$ cat src/rtl/fifo_rd_packer.sv
// Drains a synchronous FIFO with one-cycle read latency and packs PACK words
// into one wide word with a lane mask, emitted on a valid/ready handshake.
module fifo_rd_packer #(
   parameter int DATA_W = 16,
   parameter int PACK   = 4
) (
   input  logic                   clk,
   input  logic                   rst,
   input  logic                   fifo_empty,
   output logic                   fifo_rd_en,
   input  logic [DATA_W-1:0]      fifo_dout,
   input  logic                   fifo_valid,
   input  logic                   flush,
   output logic                   out_valid,
   input  logic                   out_ready,
   output logic [DATA_W*PACK-1:0] out_data,
   output logic [PACK-1:0]        out_keep,
   output logic                   protocol_err
);

   localparam int CW = $clog2(PACK + 1);
   localparam int LW = $clog2(PACK);

   typedef enum logic {FILL, SEND} state_t;

   state_t                       state_q;
   logic [CW-1:0]                cnt_q, cnt_d;
   logic                         inflight_q;
   logic                         flush_pend_q;
   logic                         out_valid_q;
   logic                         protocol_err_q;
   logic [PACK-1:0][DATA_W-1:0]  lanes_q;
   logic [PACK-1:0]              keep_q;
   logic [CW:0]                  in_use;
   logic                         capture;
   logic                         flush_req;
   logic                         go_send;

   always_comb begin
      capture   = fifo_valid && inflight_q;
      cnt_d     = cnt_q + CW'(capture);
      flush_req = flush || flush_pend_q;
      in_use    = {1'b0, cnt_q} + {{CW{1'b0}}, inflight_q};
      // A flush this cycle also blocks the read so no word lands after the partial word leaves.
      fifo_rd_en = (state_q == FILL) && !fifo_empty && (in_use < (CW+1)'(PACK)) && !flush_req;
      go_send    = (state_q == FILL) &&
                   ((cnt_d == CW'(PACK)) ||
                    (flush_req && (!inflight_q || capture) && (cnt_d != '0)));
   end

   // NOTE: the lane registers are reset and cleared after every word so unfilled lanes always read as zero.
   always_ff @(posedge clk or posedge rst) begin
      if (rst) begin
         state_q        <= FILL;
         cnt_q          <= '0;
         inflight_q     <= 1'b0;
         flush_pend_q   <= 1'b0;
         out_valid_q    <= 1'b0;
         protocol_err_q <= 1'b0;
         lanes_q        <= '0;
         keep_q         <= '0;
      end else begin
         inflight_q <= fifo_rd_en;
         if (fifo_valid && !inflight_q)
            protocol_err_q <= 1'b1;

         case (state_q)
            FILL: begin
               if (capture) begin
                  lanes_q[cnt_q[LW-1:0]] <= fifo_dout;
                  keep_q[cnt_q[LW-1:0]]  <= 1'b1;
                  cnt_q                  <= cnt_d;
               end
               if (go_send) begin
                  state_q      <= SEND;
                  out_valid_q  <= 1'b1;
                  flush_pend_q <= 1'b0;
               end else if (flush && inflight_q) begin
                  flush_pend_q <= 1'b1;
               end else if (flush_pend_q && !inflight_q) begin
                  // Pending flush with nothing captured: drop it rather than block reads forever.
                  flush_pend_q <= 1'b0;
               end
            end
            SEND: begin
               if (out_ready) begin
                  state_q      <= FILL;
                  out_valid_q  <= 1'b0;
                  cnt_q        <= '0;
                  keep_q       <= '0;
                  lanes_q      <= '0;
                  flush_pend_q <= 1'b0;
               end
            end
            default: state_q <= FILL;
         endcase
      end
   end

   assign out_valid    = out_valid_q;
   assign out_data     = lanes_q;
   assign out_keep     = keep_q;
   assign protocol_err = protocol_err_q;

endmodule
$ cat config.mk
export PLATFORM = sky130hd
export DESIGN_NAME = fifo_rd_packer
export DESIGN_NICKNAME = d
export VERILOG_FILES = /design/src/rtl/fifo_rd_packer.sv
export SDC_FILE = /design/constraint.sdc
export NUM_CORES = 1
export LEC_CHECK = 0
export CAP_MARGIN = 0
export CORE_ASPECT_RATIO = 1.25
export CORE_MARGIN = 4
export CORE_UTILIZATION = 43
export DETAILED_ROUTE_END_ITERATION = 10
export PLACE_DENSITY = 0.76
export SYNTH_ARGS = -nofsm -noshare
export SYNTH_HDL_FRONTEND = slang
export SYNTH_SLANG_ARGS = --single-unit
export TNS_END_PERCENT = 5
$ cat constraint.sdc
create_clock -name clk -period 2.2 [get_ports clk]
set_clock_uncertainty 0.05 [all_clocks]
set_input_delay 0.22 -clock clk [delete_from_list [all_inputs] [get_ports clk]]
set_output_delay 0.22 -clock clk [all_outputs]
set_load 0.005 [all_outputs]
==> flow_summary.yaml, run 1 <==
clock_tree:
  clock_sinks: 76
  hold_buffers: 0
  cts_resized: 0
  post_cts_buffers: 0
  cts_buffers: 9
  clk_path_buf_depth: 2
  cts_tree: "done"
  h-tree-depth: 3
  cts.clk_slew.worst_paths_ns: 0.08
  clk_latency_ns: 0.33
  root_buffer: "clkbuf_8"
place:
  hpwl_mm: 5.34
  pre_cts_slack_ns: -0.0699
  dpl.cell_count: 479
  portBuffers: 92
  gp_congestion: 0.825
grt:
  busiest_layer: "met2"
  grt_util_met1_pct: 23.9
  grt_overflow: 0
  grt_pass1_wl_mm: 12.9
  grt_use_met2_pct: 27.4
  antenna_found_initial: 0
  grt_util_all_layers_pct: 17.8
  grtUsageMet3_pct: 5.61
  grt_pass1_vias: 2554
  grt_max_degree: 77
routing:
  avgViaCountPerCell: 4.97
  drt_wl_total_mm: 7.84
  drtPass1Iterations: 4
  final_antenna_net_count: 0
  drtIter0Drc: 86
  wl_per_cell_microns: 15.8
  drc_errors: 0
  vias: 2460
finish:
  layout-drive-gt1-share_pct: 9.68
  synthToLayoutAreaGrowth_pct: 38.4
  instances_no_fill: 495
  nets: 422
  insertedDiodeCount: 0
  fill_cells: 603
pwr:
  pwr-share-clk_pct: 28.0
  sequentialPowerShare_pct: 44.9
  p_int_mw: 2.73
  ir_drop_uv: 475
  switching_share_pct: 29.2
  pwr-share-comb_pct: 27.0
  power_leakage_nw: 2.12
  netSwitchingPower_mw: 1.13
  power.density_nw_per_um2: 834
hold_path:
  min_path_type: "input pin to async pin"
run_status:
  status: "complete, no violations"
sta:
  fin_crit_sh_pct: 91.7
  relSlewSlack_pct: 72.4
  slew_viol_final: 0
  tightest_slew_ns: 0.415
  fmax_mhz: 495
  setup_violations: 0
  finalHoldViolations: 0
  setup_slack_ns: 0.182
  fin_crit_ns: 2.02
  rsz0062_at_grt: "no"
logic_synthesis:
  yosysWarnings: 0
  ys_seq_elements: 76
  synth_edf_count: 0
  synthArstFlopShare_pct: 100
  synth.distinct_cells: 31
  synth_area_sq_um: 3340
  syn_avg_cell_area_sq_um: 11.3
  ys_seq_area_share_pct: 56.9
  synthFlopType: "dfrtp_1"
  netlist_instances: 297
  syn_nets: 321
critical_path:
  critPathLaunchType: "flip-flop"
  worstSetupEndpointType: "primary output"
  path_max_fanout: 4
  cp_data_arrival_time_ns: 1.75
  cp_data_required_time_ns: 1.93
  crit_type: "flip-flop to primary output"
floorplan:
  start_util_pct: 44.6
  rows: 35
  ioPinCount: 93
  die_w_microns: 86.9
  core_area_sq_um: 7490
  fp.dieH_microns: 107
  dieArea_sq_um: 9260
job:
  maxCapViolations: 0
-- critical path: stages (launching register included) --
cell and delay (ns):
dfrtp_1 0.43, nor3_1 0.20, nand2_1 0.07, a31oi_1 0.18, clkdlybuf4s50_1 0.53
-- cell type report --
| type | instances | area, sq um | area share (%) |
|---|---|---|---|
| Multi-Input combinational cell | 176 | 1230 | 26.7 |
| Inverter | 26 | 101 | 2.19 |
| Clock buffer | 11 | 141 | 3.06 |
| Sequential cell | 76 | 1900 | 41.1 |
| Clock inverter | 5 | 58.8 | 1.27 |
| Tap cell | 92 | 115 | 2.49 |
| Timing Repair Buffer | 109 | 1070 | 23.2 |
-- cell usage in the layout, fill, tap and decap left out, types with 3 or more instances in the layout --
master / netlist / routed
dfrtp_1: 76 / 76
o22ai_1: 4 / 4
a31oi_1: 4 / 4
inv_1: 26 / 25
nand2_1: 69 / 68
mux2i_1: 66 / 66
buf_4: 2 / 15
clkdlybuf4s50_1: 0 / 92
nor3_4: 1 / 3
clkinvlp_4: 0 / 3
clkbuf_8: 0 / 10
o21ai_0: 7 / 6
nor3_1: 3 / 3
-- per-layer routing --
metal / routed length [microns] / part of all wire (%)
met5: 0 / 0
met4: 87 / 1.1
met2: 3730 / 48
met3: 499 / 6.4
met1: 3520 / 45
-- metrics by stage --
| step | setup TNS, ns | area (sq um) | total power [mW] | hold WS [ns] | utilization (%) |
|---|---|---|---|---|---|
| finish | 0 | 4630 | 3.86 | 0.276 | 61.8 |
| global route | 0 | 4630 | 4.08 | 0.315 | 61.8 |
| CTS | 0 | 4630 | 3.89 | 0.303 | 61.8 |
| detailed placement | -0.0699 | 4430 | 2.81 | 0.433 | 59.1 |
| global placement | -0.0221 | 4430 | 2.79 | 0.394 | 59.1 |
| floorplan | -0.00326 | 3350 | 2.23 | 0.318 | - |
-- worst paths after layout --
path / from / depth (start not counted) / slack, ns / endpoint
setup / recovery: cnt_q[2] / 4 / 0.18 / fifo_rd_en
hold / removal: rst / 3 / 0.28 / protocol_err
setup reg to reg: inflight_q / 6 / 0.20 / flush_pend_q
hold reg to reg: protocol_err / 1 / 0.43 / protocol_err
max in group asynchronous: rst / 3 / 1.48 / out_data[56]
min in group clk: protocol_err / 1 / 0.43 / protocol_err
-- cells in the mapped netlist, types with 2 or more instances --
library cell,n,area (sq um)
nor2b_1,2,12.5
o22ai_1,4,25.0
clkbuf_1,9,33.8
inv_1,26,97.6
o21ai_0,7,35.0
buf_4,2,15.0
dfrtp_1,76,1900
buf_6,4,45.0
nor3_1,3,15.0
nand2_1,69,259
nor3_2,2,20.0
mux2i_1,66,661
buf_2,3,15.0
o31a_1,2,17.5
ha_1,2,25.0
a31oi_1,4,25.0
nor2_1,2,7.51
-- power groups by stage --
stage	sequential [mW]	combinational, mW	clock (mW)
after floorplan	1.75	0.485	0
after global placement	1.75	1.04	0
after detailed placement	1.76	1.06	0
after CTS	1.73	1.06	1.10
after global routing	1.76	1.15	1.16
final	1.73	1.04	1.08
-- sequential cells by signal, summed over array words and instances (netlist names) --
register      cells
flush_pend_q      1
inflight_q        1
cnt_q             3
state_q           1
out_data         64
protocol_err      1
out_valid         1
out_keep          4
-- kinds of logic (layout without fill, tap and decap cells) --
kind of cell / after synthesis / count (layout) / share of synthesized area, %
compound gates: 22 / 22 / 4.12
xor+xnor: 1 / 1 / 0.262
fa+ha+maj: 2 / 2 / 0.748
buf+inv: 45 / 151 / 6.62
flops: 76 / 76 / 56.9
mux: 66 / 66 / 19.8
simple gates: 85 / 85 / 11.6
(Power assumes the default switching activity.)
==> inputs of run 2 (changes only) <==
Settings changed: HOLD_SLACK_MARGIN set to 0.03.
==> results of run 2 <==
No change in the layout: final DEF, timing and power equal those of run 1.
==> inputs of run 3 (changes only) <==
Settings changed: CORE_ASPECT_RATIO 1.25 to 0.8.
==> run 3 against run 2 <==
Compared with the run above: first-iteration DRC count increased by 100%; clock-buffer cell count increased by 1; highest routed layer unchanged; worst setup slack got worse by 0.080 ns; routed wire length increased by 1.5%; utilization increased by 0.98 points; final cell count increased by 2.8%; clock power increased by 21%.
==> flow_summary.yaml, run 3 (synthesis results as in run 1) <==
place:
  gp_congestion: 0.868
  dpl-instance-area_sq_um: 4450
  portBuffers: 92
  hpwl_mm: 5.46
clock_tree:
  cts.clk_slew.worst_paths_ns: 0.08
  root_buffer: "clkbuf_8"
  clk_path_buf_depth: 2
  clk_latency_ns: 0.34
  post_cts_buffers: 0
  h-tree-depth: 3
  cts_buffers: 9
  clock_sinks: 76
  cts_tree: "done"
grt:
  grt_pass1_wl_mm: 13.4
  antenna_found_initial: 0
  grt_util_all_layers_pct: 18.3
  grt_pass1_vias: 2598
  grt_overflow: 0
  grt_max_degree: 77
critical_path:
  regToRegSetupSlack_ns: 0.15
  startpoint: "state_q"
  cp_data_arrival_time_ns: 1.83
  worstSetupEndpointType: "primary output"
  reg2reg_from: "inflight_q"
  crit_type: "flip-flop to primary output"
  critPathLaunchType: "flip-flop"
  cp_data_required_time_ns: 1.93
  timing.rr.end: "flush_pend_q"
  r2r_cells: 6
  path_max_fanout: 12
routing:
  drtPass1Iterations: 4
  avgViaCountPerCell: 4.85
  drtIter0Drc: 176
  wl_per_cell_microns: 15.6
  drc_errors: 0
  final_antenna_net_count: 0
  drt_wl_total_mm: 7.96
  vias: 2471
pwr:
  netSwitchingPower_mw: 1.10
  ir_drop_uv: 402
  power.density_nw_per_um2: 868
  switching_share_pct: 26.9
  p_int_mw: 2.98
  p_total_mw: 4.08
  pwr-share-comb_pct: 24.9
  power_leakage_nw: 2.15
  pwr-share-clk_pct: 32.2
  sequentialPowerShare_pct: 42.9
sta:
  rsz0062_at_grt: "no"
  setup_violations: 0
  relSlewSlack_pct: 70.3
  tightest_slew_ns: 0.441
  slew_viol_final: 0
  fmax_mhz: 477
  fin_crit_sh_pct: 95.4
  finalHoldViolations: 0
  fin_crit_ns: 2.10
  whs_ns: 0.260
floorplan:
  fp.dieH_microns: 86.9
  dieArea_sq_um: 9260
  core_area_sq_um: 7500
  die_w_microns: 107
  rows: 28
  ioPinCount: 93
  start_util_pct: 44.6
job:
  maxCapViolations: 0
hold_path:
  min_path_type: "input pin to async pin"
run_status:
  status: "complete, no violations"
finish:
  synthToLayoutAreaGrowth_pct: 40.8
  layout_commonest_cell: "clkdlybuf4s50_1"
  multi_input_area_sq_um: 1240
  layout-drive-gt1-share_pct: 10.4
  final_cell_mix: "clkdlybuf4s50_1, dfrtp_1, nand2_1, mux2i_1, inv_1"
  largest_register_ffs: 64
  fill_cells: 635
  insertedDiodeCount: 0
  seqCellArea_sq_um: 1900
  fin_area_sq_um: 4710
  nets: 423
-- run 3: cell types whose count changed in the layout (fill, tap and decap cells not counted) --
cell / previous run / this run
clkinvlp_4: 3 / 1
bufinv_16: 1 / 3
dfrtp_2: 0 / 1
inv_6: 1 / 0
clkbuf_8: 10 / 11
o21ai_2: 0 / 1
buf_4: 15 / 16
o21ai_1: 1 / 0
dfrtp_1: 76 / 75
-- run 3: how the worst max path moves through the flow --
stage                   end  slack [ns]  depth (start not counted)
2_1_floorplan  flush_pend_q      -0.003                          8
3_3_place_gp   flush_pend_q       -0.02                          7
3_5_place_dp   flush_pend_q        -0.1                          7
4_1_cts          fifo_rd_en        0.04                          4
5_1_grt          fifo_rd_en       0.005                          4
6_report         fifo_rd_en        0.10                          4
-- run 3: power groups by stage --
stage	logic [mW]	registers, mW	clock network [mW]
3_3_place_gp	1.00	1.77	0
3_5_place_dp	1.03	1.77	0
6_report	1.02	1.75	1.31
2_1_floorplan	0.485	1.75	0
5_1_grt	1.12	1.78	1.40
4_1_cts	1.03	1.75	1.34
-- run 3: critical path: stages (launching register included) --
cell and delay [ns]:
dfrtp_2 0.49, nor3_1 0.20, nand2_1 0.08, a31oi_1 0.18
clkdlybuf4s50_1 0.54
-- run 3: stage by stage --
| stage | cells | setup slack [ns] | setup TNS (ns) | utilization (%) |
|---|---|---|---|---|
| 2_1_floorplan | 297 | -0.00326 | -0.00326 | - |
| 3_3_place_gp | 493 | -0.0240 | -0.0240 | 59.4 |
| 3_5_place_dp | 493 | -0.0955 | -0.0955 | 59.4 |
| 4_1_cts | 509 | 0.0371 | 0 | 62.7 |
| 5_1_grt | 509 | 0.00531 | 0 | 62.8 |
| 6_report | 509 | 0.101 | 0 | 62.8 |
-- run 3: routing by layer --
layer / vias up / routed length (microns) / global-route usage, %
met1: 1219 / 3650 / 25.0
met3: 4 / 561 / 7.12
met5: - / 0 / 0
met2: 70 / 3730 / 28.2
li1: 1178 / - / -
met4: 0 / 22 / 3.48
-- run 3: timing repair --
action	4_1_cts	5_1_grt
hold buffers	0	0
gates resized for setup	0	2
setup endpoints to repair	0	2
-- run 3: area by class of cell --
cell class                      count  share of cell area [%]
Tap cell                          105                    2.79
Clock buffer                       12                    3.30
Timing Repair Buffer              110                    23.0
Clock inverter                      4                    2.02
Multi-Input combinational cell    176                    26.3
Inverter                           26                    2.15
Sequential cell                    76                    40.4
==> variant 1: new RTL, flow settings as in run 2 <==
The parameter `PACK` goes from 4 to 2.
--- a/src/rtl/fifo_rd_packer.sv
+++ b/src/rtl/fifo_rd_packer.sv
@@ -2,7 +2,7 @@
 // into one wide word with a lane mask, emitted on a valid/ready handshake.
 module fifo_rd_packer #(
    parameter int DATA_W = 16,
-   parameter int PACK   = 4
+   parameter int PACK   = 2
 ) (
    input  logic                   clk,
    input  logic                   rst,
Ports: changed (resized out_data and out_keep); port bits go from 93 to 59. No check against the original RTL was run, so the function may have changed too.
==> variant 1 against run 2 <==
Sequential cell count shrank 35. Worst setup slack gained 0.050 ns. Power shrank 29%. Wire length shrank 49%. Area after synthesis shrank 48%. Die area shrank 45%. Design area shrank 47%. Combinational power grew 5%. Critical endpoint unchanged. Largest cell class unchanged. Largest power group unchanged.
==> variant 1: results (changes against run 2) <==
n_diodes 0 (unchanged); largest net degree at the start of global routing 42 (-45%); fraction of layout cells with a size suffix above 1 0.06504 (-0.03173); Worst-Skew Late Latency 0.29 ns (-0.04 ns); Post-Synth XOR/XNOR Area 0.005054 (+0.002434); post-synth net total 208 (-35%); Leakage 1.051 nW (-50%); worst r2r path cells 5 (-1); Place WS 0.1907 ns (+0.2606 ns); async set-reset flop share out of synthesis 1.000 (unchanged); CTS Buffer Depth 2 (unchanged); Worst Setup SP flush_pend_q; reg2reg start inflight_q; number of port buffers 58 (-37%); Post-Synthesis Cells 185 (-38%); post-synthesis mux area share 0.005776 (-0.1918); CTS root buf clkbuf_8; CP Max Fanout 3 (-1); crit path DAT 1.70 ns (-0.05 ns); setup bufs post-CTS 0 (unchanged); initial antenna violation count 0 (unchanged); status finished, final reports clean; synthesized-area fraction occupied by adder cells 0.007220 (-0.0002648); overall power 2.754 mW (-29%); most instantiated cells after synthesis nand2_1 (68), dfrtp_1 (41), o21ai_0 (31); warnings from Yosys 0 (unchanged); worst min path class primary input to asynchronous set/reset pin; Synth Flop Type dfrtp_1; Yosys cell types 30 (-3.2%); Fillers 342 (-43%); Final nets 268 (-36%); Seq/Total Area, Yosys 0.5921 (+0.02320); Placed Cells 292 (-39%); reg2reg setup slack 0.35 ns (+0.15 ns); worst setup path endpoint fifo_rd_en; vias in the first global route 1406 (-45%); dpl hpwl 2.778 mm (-48%); routability congestion estimate from global placement 0.8523 (+3.3%); R2R Path End state_q; Max rail drop VDD 0.0006802 V (+43%); max FFs per register 32 (-50%); leading post-synthesis cells by cell area dfrtp_1 (59%), nand2_1 (15%), o21ai_0 (9.0%); Via density 4.907 (-1.3%); FMAX 508.0 MHz (+2.5%); H-Tree Level Count 2 (-1); cts bufs inserted 5 (-4); actual slew at the worst max-slew pin 0.5058 ns (+0.09129 ns); initial DRC count 102 (+19%); Synth Area in Compound Gates 0.1372 (+0.09602); Worst-path clk slew 0.07 ns; router iterations before antenna repair 4 (unchanged); DR WL/cell 13.26 um (-16%); global-route wire length before repair 6.610 mm (-49%); Layout Cells excl Fill 300 (-39%); GRT Total Usage 0.1657 (-0.01226)
-- variant 1: cell count changes after synthesis, moves of 4 or more --
cell	run 2	this run
clkbuf_1	9	3
dfrtp_1	76	41
inv_1	26	5
mux2i_1	66	1
o21ai_0	7	31
o21ai_1	0	4
-- variant 1: critical path, cell delays in order, from the launching register on --
cell and delay [ns]:
dfrtp_1 0.40, nor2_1 0.19, nand2_1 0.09, nor4_2 0.18, clkdlybuf4s50_1 0.55
-- variant 1: cells by family after synthesis --
group | after synthesis
buffers and inverters | 16
AND/OR/NAND/NOR | 82
adder cells (fa/ha/maj) | 1
XOR/XNOR | 1
AO/OA/AOI/OAI | 43
multiplexers | 1
flip-flops | 41
-- variant 1: per-layer routing --
layer	vias up	part of all wire	GRT usage
met5	-	0	0
li1	727	-	-
met4	0	0.014	0.05074
met3	9	0.082	0.05799
met1	684	0.41	0.2028
met2	52	0.49	0.2733
-- variant 1: repair_timing --
action                                  4_1_cts  5_1_grt
hold buffers                                  0        0
endpoints found under the setup margin        0        1
gates resized for setup                       0        1
-- variant 1: layout make-up --
cell class / count / share of cell area
flip-flops and latches: 41 / 0.4186
inverters: 5 / 0.007657
well taps: 54 / 0.02757
multi-input cells: 128 / 0.2557
clock buffers: 5 / 0.02808
repair buffers: 64 / 0.2552
clock inverters: 3 / 0.007147
-- variant 1: per-stage QoR --
step                utilization  area [um2]  hold slack (ns)
CTS                      0.6354        2445           0.3167
finish                   0.6371        2451           0.2930
detailed placement       0.6130        2359           0.4032
global route             0.6371        2451           0.3303
global placement         0.6130        2359           0.3996
floorplan                     -        1733           0.2591
-- variant 1: report_power, final --
group	switching, mW	internal (mW)
Clock	0.253	0.219
Sequential	0.157	1.04
Combinational	0.430	0.657
==> variant 2: new RTL, settings of run 2 <==
Made on the original files. Reset style: synchronous (`rst`), changed in one clocked block.
--- a/src/rtl/fifo_rd_packer.sv
+++ b/src/rtl/fifo_rd_packer.sv
@@ -49,7 +49,7 @@
    end
 
    // NOTE: the lane registers are reset and cleared after every word so unfilled lanes always read as zero.
-   always_ff @(posedge clk or posedge rst) begin
+   always_ff @(posedge clk) begin
       if (rst) begin
          state_q        <= FILL;
          cnt_q          <= '0;
Behaviour: differs if rst is asserted again (counterexample within 4 cycles, from zero or initial values and one cycle with rst high); with rst held inactive, the same outputs for 10 cycles.
==> variant 2 against run 2 <==
Area after synthesis down 15%. Sequential cell count unchanged. Design area down 12%. Wire length up 4.0%. Register-to-register slack better by 0.08 ns. Global-route usage up 3.6 points. Worst setup slack better by 0.0056 ns. Critical path type unchanged. Critical endpoint unchanged.
Power is not compared: it rests on default switching activity, and its combinational part moved more than twofold at a synthesized area within 25%.
==> variant 2: results (changes against run 2) <==
status finished, final reports clean; Final nets 429 (+1.7%); Leakage 1.398 nW; Worst-Skew Late Latency 0.35 ns (+0.02 ns); worst min path class primary input to register; actual slew at the worst max-slew pin 0.6292 ns (+0.2146 ns); Seq/Total Area, Yosys 0.5362 (-0.03271); async set-reset flop share out of synthesis 0 (-1.000); router iterations before antenna repair 4 (unchanged); GRT Total Usage 0.2144 (+0.03645); dpl hpwl 5.585 mm (+4.5%); post-synth net total 337 (+5.0%); Via density 5.281 (+6.3%); Synth Flop Type dfxtp_1; DRT Wirelength 8.159 mm (+4.0%); most instantiated cells after synthesis dfxtp_1 (76), nand2_1 (54), a21oi_1 (53); reg2reg start state_q; vias in the first global route 2512 (-1.6%); Yosys cell types 36 (+16%); leading post-synthesis cells by cell area dfxtp_1 (54%), a21oi_1 (9.3%), nand3_1 (8.8%); largest net degree at the start of global routing 32 (-58%); Placed Area 3844 um2 (-13%); Slowest cell on crit path or4_4; fraction of layout cells with a size suffix above 1 0.1073 (+0.01054); cts bufs inserted 9 (unchanged); Worst Setup SP flush_pend_q; initial DRC count 180 (+110%); family with the most delay on the worst path simple AND/OR/NAND/NOR gates; CTS Buffer Depth 2 (unchanged); CP Max Fanout 3 (-1); routability congestion estimate from global placement 0.8370 (+1.5%)
[variant 2: changes by cell type after synthesis, sizes merged, moves of 7 or more]
| cell | run 2 | this run |
|---|---|---|
| nand2 | 69 | 54 |
| a21oi | 1 | 54 |
| inv | 26 | 1 |
| dfxtp | 0 | 76 |
| buf | 10 | 17 |
| mux2i | 66 | 0 |
| dfrtp | 76 | 0 |
| a22o | 0 | 17 |
| nand3 | 0 | 51 |
[variant 2: path summary, 6_finish.rpt]
kind              cells after the start  slack [ns]            to
hold / removal                        2        0.30  out_data[51]
hold reg to reg                       2        0.42  out_data[38]
setup / recovery                      3        0.19    fifo_rd_en
setup reg to reg                      5        0.28   out_data[4]
[variant 2: what timing repair did]
item / in CTS / in global routing
endpoints found under the setup margin: 1 / 0
hold buffers: 0 / 0
resized for setup: 1 / 0
[variant 2: metrics by stage]
step	hold slack, ns	utilization	instances	setup WS (ns)
global route	0.2945	0.6455	495	0.09309
global placement	0.3956	0.6115	479	0.003507
finish	0.3013	0.6455	495	0.1872
floorplan	0.2955	-	313	0.4695
detailed placement	0.4021	0.6115	479	-0.02256
CTS	0.2758	0.6455	495	0.1586
[variant 2: final cells by class]
class | count | area, um2
fill | 555 | 2228
sequential | 76 | 1521
multi-input combinational | 210 | 1184
timing repair buffer | 107 | 1027
clock buffer | 9 | 123.9
tap | 85 | 106.4
clock inverter | 7 | 91.34
inverter | 1 | 3.754
[variant 2: cell families (layout without fill, tap and decap cells)]
family / count (synthesis) / count (layout) / share of synthesized area
xor+xnor: 1 / 1 / 0.003087
compound gates: 80 / 80 / 0.1742
flops: 76 / 76 / 0.5362
fa+ha+maj: 2 / 2 / 0.008817
buf+inv: 27 / 124 / 0.04762
mux: 1 / 1 / 0.003968
simple gates: 126 / 126 / 0.2262
[variant 2: metal layers]
| layer | track usage | vias up | routed length, um |
|---|---|---|---|
| met5 | 0 | - | 0 |
| met4 | 0.09233 | 0 | 157 |
| met3 | 0.05119 | 12 | 386 |
| met2 | 0.3546 | 72 | 4226 |
| met1 | 0.2630 | 1254 | 3388 |
| li1 | - | 1276 | - |
[variant 2: power by group]
group          switching, mW  internal, mW
Clock                  0.523         0.634
Combinational         0.0784        0.0706
Sequential           0.00631          1.38
Total                  0.607          2.09
